**src/rtl/ifq_pkg.sv**
```systemverilog
// Shared types and constants for the IF/ID instruction queue.
package ifq_pkg;

  localparam int IFQ_DEPTH  = 2;
  localparam int IFQ_WORD_W = 32;

  typedef struct packed {
    logic [IFQ_WORD_W-1:0] pc;
    logic [IFQ_WORD_W-1:0] instruction;
  } ifq_entry_t;

endpackage

```
**src/rtl/ifq_mem.sv**
```systemverilog
// Entry storage for the IF/ID queue: register array, one write port and
// one asynchronous read port. Contents are not reset; the control logic
// in if_id_queue decides which entries are valid.
import ifq_pkg::*;

module ifq_mem #(
  parameter int DEPTH = IFQ_DEPTH,
  parameter int PTR_W = $clog2(DEPTH)
) (
  input  logic             clk,
  input  logic             we_i,
  input  logic [PTR_W-1:0] waddr_i,
  input  ifq_entry_t       wdata_i,
  input  logic [PTR_W-1:0] raddr_i,
  output ifq_entry_t       rdata_o
);

  ifq_entry_t mem_q [DEPTH];

  // Write the addressed entry on an accepted push.
  always_ff @(posedge clk) begin
    if (we_i) begin
      mem_q[waddr_i] <= wdata_i;
    end
  end

  assign rdata_o = mem_q[raddr_i];

endmodule

```
**src/rtl/if_id_queue.sv**
```systemverilog
// IF/ID pipeline queue: first-word fall-through FIFO between fetch and
// decode with flush. in_ready depends on registered count only, so there
// is no combinational path from out_ready back to fetch.
// Optional feature: define IFQ_FLUSH_CNT_EN to add the 16-bit saturating
// flush_count output.
import ifq_pkg::*;

module if_id_queue #(
  parameter int DEPTH = IFQ_DEPTH
) (
  input  logic                      clk,
  input  logic                      rst,
  input  logic                      in_valid,
  input  logic [IFQ_WORD_W-1:0]     in_pc,
  input  logic [IFQ_WORD_W-1:0]     in_instruction,
  output logic                      in_ready,
  input  logic                      flush,
  output logic                      out_valid,
  output logic [IFQ_WORD_W-1:0]     out_pc,
  output logic [IFQ_WORD_W-1:0]     out_instruction,
  input  logic                      out_ready,
  output logic [$clog2(DEPTH):0]    count
`ifdef IFQ_FLUSH_CNT_EN
  ,output logic [15:0]              flush_count
`endif
);

  localparam int PTR_W = $clog2(DEPTH);
  localparam int CNT_W = PTR_W + 1;
  localparam logic [PTR_W-1:0] PTR_ONE  = PTR_W'(1);
  localparam logic [CNT_W-1:0] CNT_ONE  = CNT_W'(1);
  localparam logic [CNT_W-1:0] CNT_FULL = CNT_W'(DEPTH);

  if (DEPTH < 2 || DEPTH > 8 || (DEPTH & (DEPTH - 1)) != 0) begin : g_bad_depth
    $error("if_id_queue: DEPTH must be a power of two in 2..8");
  end

  logic [PTR_W-1:0] wr_ptr_q, wr_ptr_d;
  logic [PTR_W-1:0] rd_ptr_q, rd_ptr_d;
  logic [CNT_W-1:0] count_q, count_d;
  logic             push, pop, wr_en;
  ifq_entry_t       wr_entry, rd_entry;

  assign in_ready  = (count_q != CNT_FULL);
  assign out_valid = (count_q != '0);
  assign push      = in_valid && in_ready;
  assign pop       = out_valid && out_ready;
  assign wr_en     = push && !flush;

  assign wr_entry.pc          = in_pc;
  assign wr_entry.instruction = in_instruction;

  ifq_mem #(
    .DEPTH (DEPTH),
    .PTR_W (PTR_W)
  ) u_mem (
    .clk     (clk),
    .we_i    (wr_en),
    .waddr_i (wr_ptr_q),
    .wdata_i (wr_entry),
    .raddr_i (rd_ptr_q),
    .rdata_o (rd_entry)
  );

  // Empty queue shows zeros so decode never sees stale storage.
  assign out_pc          = out_valid ? rd_entry.pc          : '0;
  assign out_instruction = out_valid ? rd_entry.instruction : '0;
  assign count           = count_q;

  // Next pointers and count; flush overrides any same-cycle push or pop.
  always_comb begin
    wr_ptr_d = wr_ptr_q;
    rd_ptr_d = rd_ptr_q;
    count_d  = count_q;
    if (flush) begin
      wr_ptr_d = '0;
      rd_ptr_d = '0;
      count_d  = '0;
    end else begin
      if (push) wr_ptr_d = wr_ptr_q + PTR_ONE;
      if (pop)  rd_ptr_d = rd_ptr_q + PTR_ONE;
      if (push && !pop)      count_d = count_q + CNT_ONE;
      else if (pop && !push) count_d = count_q - CNT_ONE;
    end
  end

  // Control state with asynchronous active-low reset.
  always_ff @(posedge clk or negedge rst) begin
    if (!rst) begin
      wr_ptr_q <= '0;
      rd_ptr_q <= '0;
      count_q  <= '0;
    end else begin
      wr_ptr_q <= wr_ptr_d;
      rd_ptr_q <= rd_ptr_d;
      count_q  <= count_d;
    end
  end

`ifdef IFQ_FLUSH_CNT_EN
  logic [15:0] flush_cnt_q;

  // Count flushes that actually discard something, saturating at all-ones.
  always_ff @(posedge clk or negedge rst) begin
    if (!rst) begin
      flush_cnt_q <= '0;
    end else if (flush && (out_valid || in_valid) && (flush_cnt_q != 16'hFFFF)) begin
      flush_cnt_q <= flush_cnt_q + 16'd1;
    end
  end

  assign flush_count = flush_cnt_q;
`endif

endmodule

```
**config.mk**
```make
export PLATFORM = sky130hd
export DESIGN_NAME = if_id_queue
export DESIGN_NICKNAME = d
export VERILOG_FILES = /design/src/rtl/ifq_pkg.sv /design/src/rtl/ifq_mem.sv /design/src/rtl/if_id_queue.sv
export SDC_FILE = /design/constraint.sdc
export NUM_CORES = 1
export LEC_CHECK = 0
export CORE_MARGIN = 4
export CORE_UTILIZATION = 45
export DETAILED_ROUTE_END_ITERATION = 10
export PLACE_DENSITY = 0.76
export SLEW_MARGIN = 40
export SYNTH_ARGS = -nofsm -noshare
export SYNTH_HDL_FRONTEND = slang
export SYNTH_HIERARCHICAL = 1
export SYNTH_SLANG_ARGS = --single-unit
```
**constraint.sdc**
```tcl
create_clock -name clk -period 4.5 [get_ports clk]
set_clock_uncertainty 0.2 [all_clocks]
set_input_delay 1.35 -clock clk [delete_from_list [all_inputs] [get_ports clk]]
set_output_delay 1.35 -clock clk [all_outputs]
set_load 0.01 [all_outputs]
```
=== After elaboration in Yosys (flattened, before gate mapping) ===
Memory sizes are Yosys's and may differ from the RTL's.
Index checks and enable logic that the tools add are counted.

* Memories kept: 1
* Bits in writable memories: 128
* Bits in registers: 4
* Output and inout port bits: 68

{| class="wikitable"
|+ Memory list
! memory !! depth !! bits a word !! rd ports !! clocked after Yosys merged registers in !! write ports !! line !! text
|-
| u_mem.mem_q || 2 || 64 || 1 || 0 || 1 || ifq_mem.sv:18 || <nowiki>ifq_entry_t mem_q [DEPTH];</nowiki>
|}

* Reduce and logical (&&, ||, !) cells: 12
* Eq/ne operators: 1
* Multiplexer cells: 11
* Add/sub/neg operators: 4

{| class="wikitable"
|+ Operators with widths
! operator !! count
|-
| 32-bit 2-to-1 mux || 2
|-
| 1-bit 2-to-1 mux || 6
|-
| 2-bit 2-to-1 mux || 3
|-
| 2-bit nonzero test || 3
|-
| 1-bit logical AND || 5
|-
| 1-bit logical NOT || 3
|-
| 3-bit nonzero test || 1
|-
| 1-bit adder, second input constant || 2
|-
| 2-bit by 1-bit adder with 2-bit output, second input constant || 1
|-
| 2-bit != test, second input constant || 1
|-
| 2-bit by 1-bit subtractor with 2-bit output, second input constant || 1
|}

=== Logic depth before layout (Yosys ltp) ===
Gate-level depths: netlist of the first run.

* Word-level depth: 7
* Gate-level depth with buffers: 4
* Gate-level depth less buffers: 4

=== Modules after synthesis ===
The synthesis of the first run kept the hierarchy.

{| class="wikitable"
|+ By module, submodules not included
! module !! cells each !! area each (µm²) !! instances !! seq. area each (µm²)
|-
| ifq_mem || 201 || 4,933.5 || 1 || 3,843.7
|-
| if_id_queue || 95 || 693.2 || 1 || 100.1
|}

=== Worst setup path after synthesis of the first run ===
Ideal clock, no wire load.

* Path type: input to register
* Start: input port in_valid
* End: memory u_mem/mem_q[0][0] (netlist name) (enable)
* Data required time: 3.806 ns
* Path slack: -0.638 ns
* Buffers on the path: 0
* Arrival time: 4.444 ns
* Stages: 3
* Cells stage by stage: inv_1 nor3_1 nor2b_1

* Word-level cells in the longest chain between the ends: 4

{| class="wikitable"
|+ Ends and longest elaborated chain
! what !! line !! text
|-
| start: declaration || if_id_queue.sv:13 || <nowiki>input logic in_valid,</nowiki>
|-
| 1-bit logical AND || if_id_queue.sv:46 || <nowiki>assign push = in_valid && in_ready;</nowiki>
|-
| 1-bit logical AND || if_id_queue.sv:48 || <nowiki>assign wr_en = push && !flush;</nowiki>
|-
| net wr_en || if_id_queue.sv:41 || <nowiki>logic push, pop, wr_en;</nowiki>
|-
| 1-bit 2-to-1 mux || ifq_mem.sv:22 || <nowiki>if (we_i) begin</nowiki>
|-
| 1-bit 2-to-1 mux (implied by the code) || ifq_mem.sv:23 || <nowiki>mem_q[waddr_i] <= wdata_i;</nowiki>
|-
| end: declaration || ifq_mem.sv:18 ||
|}

The timed path passes the listed nets, and every way through them passes these cells.

==> results of run 1 <==
## kinds of logic (layout without fill, tap and decap cells)
group           after synthesis  in the layout  synth area share [%]
flops                       132            132                  70.1
simple gates                 74             74                  8.21
mux                          65             65                  17.0
buf+inv                      16            176                  3.76
compound gates                8              8                 0.801
xor+xnor                      1              1                 0.156
other cells                   0              1                     0
## worst paths after layout
kind / startpoint / endpoint / slack, ns
min in group asynchronous: rst / count[1]$_DFFE_PN0P_ / 0.96
max in group asynchronous: rst / rd_ptr_q$_DFFE_PN0P_ / 2.94
setup / recovery: rd_ptr_q$_DFFE_PN0P_ / out_instruction[0] / 0.49
setup reg to reg: count[1]$_DFFE_PN0P_ / u_mem/mem_q[0][53]$_DFFE_PP_ / 2.40
hold reg to reg: wr_ptr_q$_DFFE_PN0P_ / wr_ptr_q$_DFFE_PN0P_ / 0.42
hold / removal: wr_ptr_q$_DFFE_PN0P_ / wr_ptr_q$_DFFE_PN0P_ / 0.42
## where the power goes
group          total (mW)  switching [mW]  internal, mW
clock                1.29           0.476         0.813
sequential           1.42          0.0235          1.40
combinational       0.389           0.145         0.244
total                3.10           0.645          2.46
## layer usage
metal	routed length, um	track usage [%]	share of wire, %	up-vias
li1	-	-	-	1397
met1	4180	17.1	41	1466
met2	5180	24.8	51	102
met3	742	5.75	7.3	7
met4	60	4.51	0.59	0
met5	0	0	0	-
## cell usage in the layout (no fill, tap or decap), types with 3 or more instances in the layout
cell type,n
a21oi_1,4
and2_1,64
buf_4,5
clkbuf_16,17
clkdlybuf4s50_1,136
clkinv_2,4
dfrtp_1,3
edfxtp_1,128
mux2_2,4
mux2_4,60
## cell usage after synthesis
cell	n
a21o_1	1
a21oi_1	4
and2_1	65
buf_12	6
buf_2	1
buf_6	7
dfrtp_1	4
edfxtp_1	128
inv_1	2
mux2_2	4
mux2_4	60
mux2i_1	1
nand3b_1	1
nor2_1	1
nor2b_1	2
nor3_1	1
nor3b_1	1
o211ai_1	1
o21ai_0	2
or2_1	1
or2_2	1
or3_1	1
xor2_1	1
## registers in the layout, indices dropped and copies added (netlist names)
signal / cells
count: 2
u_mem/mem_q: 128
wr_ptr_q: 1
rd_ptr_q: 1
## final cells by class
cell class	instances	area, sq um	share of cell area (%)
inverter	2	7.51	0.0983
timing repair buffer	142	1420	18.6
multi-input combinational	148	1480	19.4
clock buffer	19	433	5.67
antenna	1	2.50	0.0328
clock inverter	13	134	1.75
tap	168	210	2.75
sequential	132	3950	51.7
## through the flow
stage	setup slack [ns]	std cells	power (mW)	cell area [sq um]
floorplan	0.579	296	1.67	5630
global placement	0.871	592	1.84	7060
detailed placement	0.899	592	1.84	7070
CTS	0.451	624	3.15	7630
global route	0.393	624	3.22	7630
finish	0.494	625	3.10	7640
## worst min-delay path, delay by kind of cell (launching register included)
family             cells  cell delay (ns)
AOI/OAI and AO/OA      2             0.17
DFF                    1             0.42
==> flow_summary.json, run 1 <==
{
  "status": "complete, no violations",
  "hp-class": "flip-flop to flip-flop",
  "wl_um": 10200,
  "drc": 0,
  "nFillCells": 907,
  "slowest_delay_ns": 0.74,
  "clk_pin_slew_worst_paths_ns": 0.06,
  "viasPerCell": 4.76,
  "arrival_ns": 2.46,
  "synth_area_sq_um": 5630,
  "drt_pass1_iterations": 4,
  "drv_slew": 0,
  "power_leakage_nw": 2.71,
  "port_buffers": 136,
  "hold_violations": 0,
  "synthTopCellsByArea": "edfxtp_1 68%, mux2_4 16%, and2_1 7.2%",
  "htree_levels": 4,
  "cts_made_buffers": 17,
  "syn-num-nets": 365,
  "syn_avg_cell_area_sq_um": 19.0,
  "peakVddDrop_v": 0.000210,
  "netlist_instances": 296,
  "crit_type": "flip-flop to output pin",
  "ys_warn_count": 6,
  "cts_buffer_depth": 2,
  "ant_nets": 0,
  "finalCritPeriodShare_pct": 89.0,
  "setup_viol": 0,
  "crit_buf_inv": 2,
  "dr.first_iter.drc_count": 146,
  "utilization_pct": 63.0,
  "grt_start_max_net_pins": 66,
  "layout.nets": 512,
  "worstPathCellList": "buf_4 -> mux2_2 -> and2_1 -> clkdlybuf4s50_1",
  "die_h_um": 120,
  "grt-ovfl-total": 0,
  "cp_slowest_cell": "dfrtp_4",
  "seq_area_frac_synth_pct": 70.1,
  "grt_pass1_wl_um": 16100,
  "start_kind": "flip-flop",
  "ctsResizeCount": 0,
  "hold_buffers": 0,
  "post_drt_wl_per_cell_um": 16.3,
  "r2r_cells": 4,
  "cts.sinks": 132,
  "ys_ff_latch": 132,
  "slew_headroom_pct": 60.5,
  "end_kind": "output pin",
  "dieArea_sq_um": 14400,
  "initial_core_util_pct": 46.5,
  "timing.fmax_mhz": 250,
  "dp.final_hpwl_um": 6790,
  "path_max_fanout": 25,
  "synth_top_area_share_pct": 68.3,
  "worstMarginPinSlew_ns": 0.593,
  "antenna_found_initial": 0,
  "powerDensity_nw_per_um2": 406,
  "hold_depth": 2,
  "synth_largest_area_cell": "edfxtp_1",
  "gp_congestion": 0.742,
  "worst-path-stages": 4,
  "clockRootBuffer": "clkbuf_16",
  "cp_data_required_time_ns": 2.95,
  "cts_tree": "done",
  "fp-row-count": 40,
  "layout-drive-gt1-share_pct": 22.8,
  "syn_to_final_growth_pct": 35.7,
  "grt_setup_unrepaired": "false",
  "grt_use_total_pct": 14.6,
  "drv_cap": 0,
  "grt_pass1_vias": 3158,
  "period_needed_ns": 4.01,
  "cp_top_family": "buffers and inverters",
  "clock_latency_ns": 0.40,
  "die_w_um": 120,
  "num_io_pins": 137,
  "fin_setup_tns_ns": 0,
  "num_vias": 2972,
  "whs_ns": 0.424,
  "ys_types": 23,
  "post_cts_buffers": 0,
  "coreArea_sq_um": 12100
}
Power figures use the tool's default switching activity.
==> run 2: changes to the inputs <==
CAP_MARGIN = 25   (was unset)
==> results of run 2 <==
No change in the layout: final DEF, timing and power equal those of run 1.
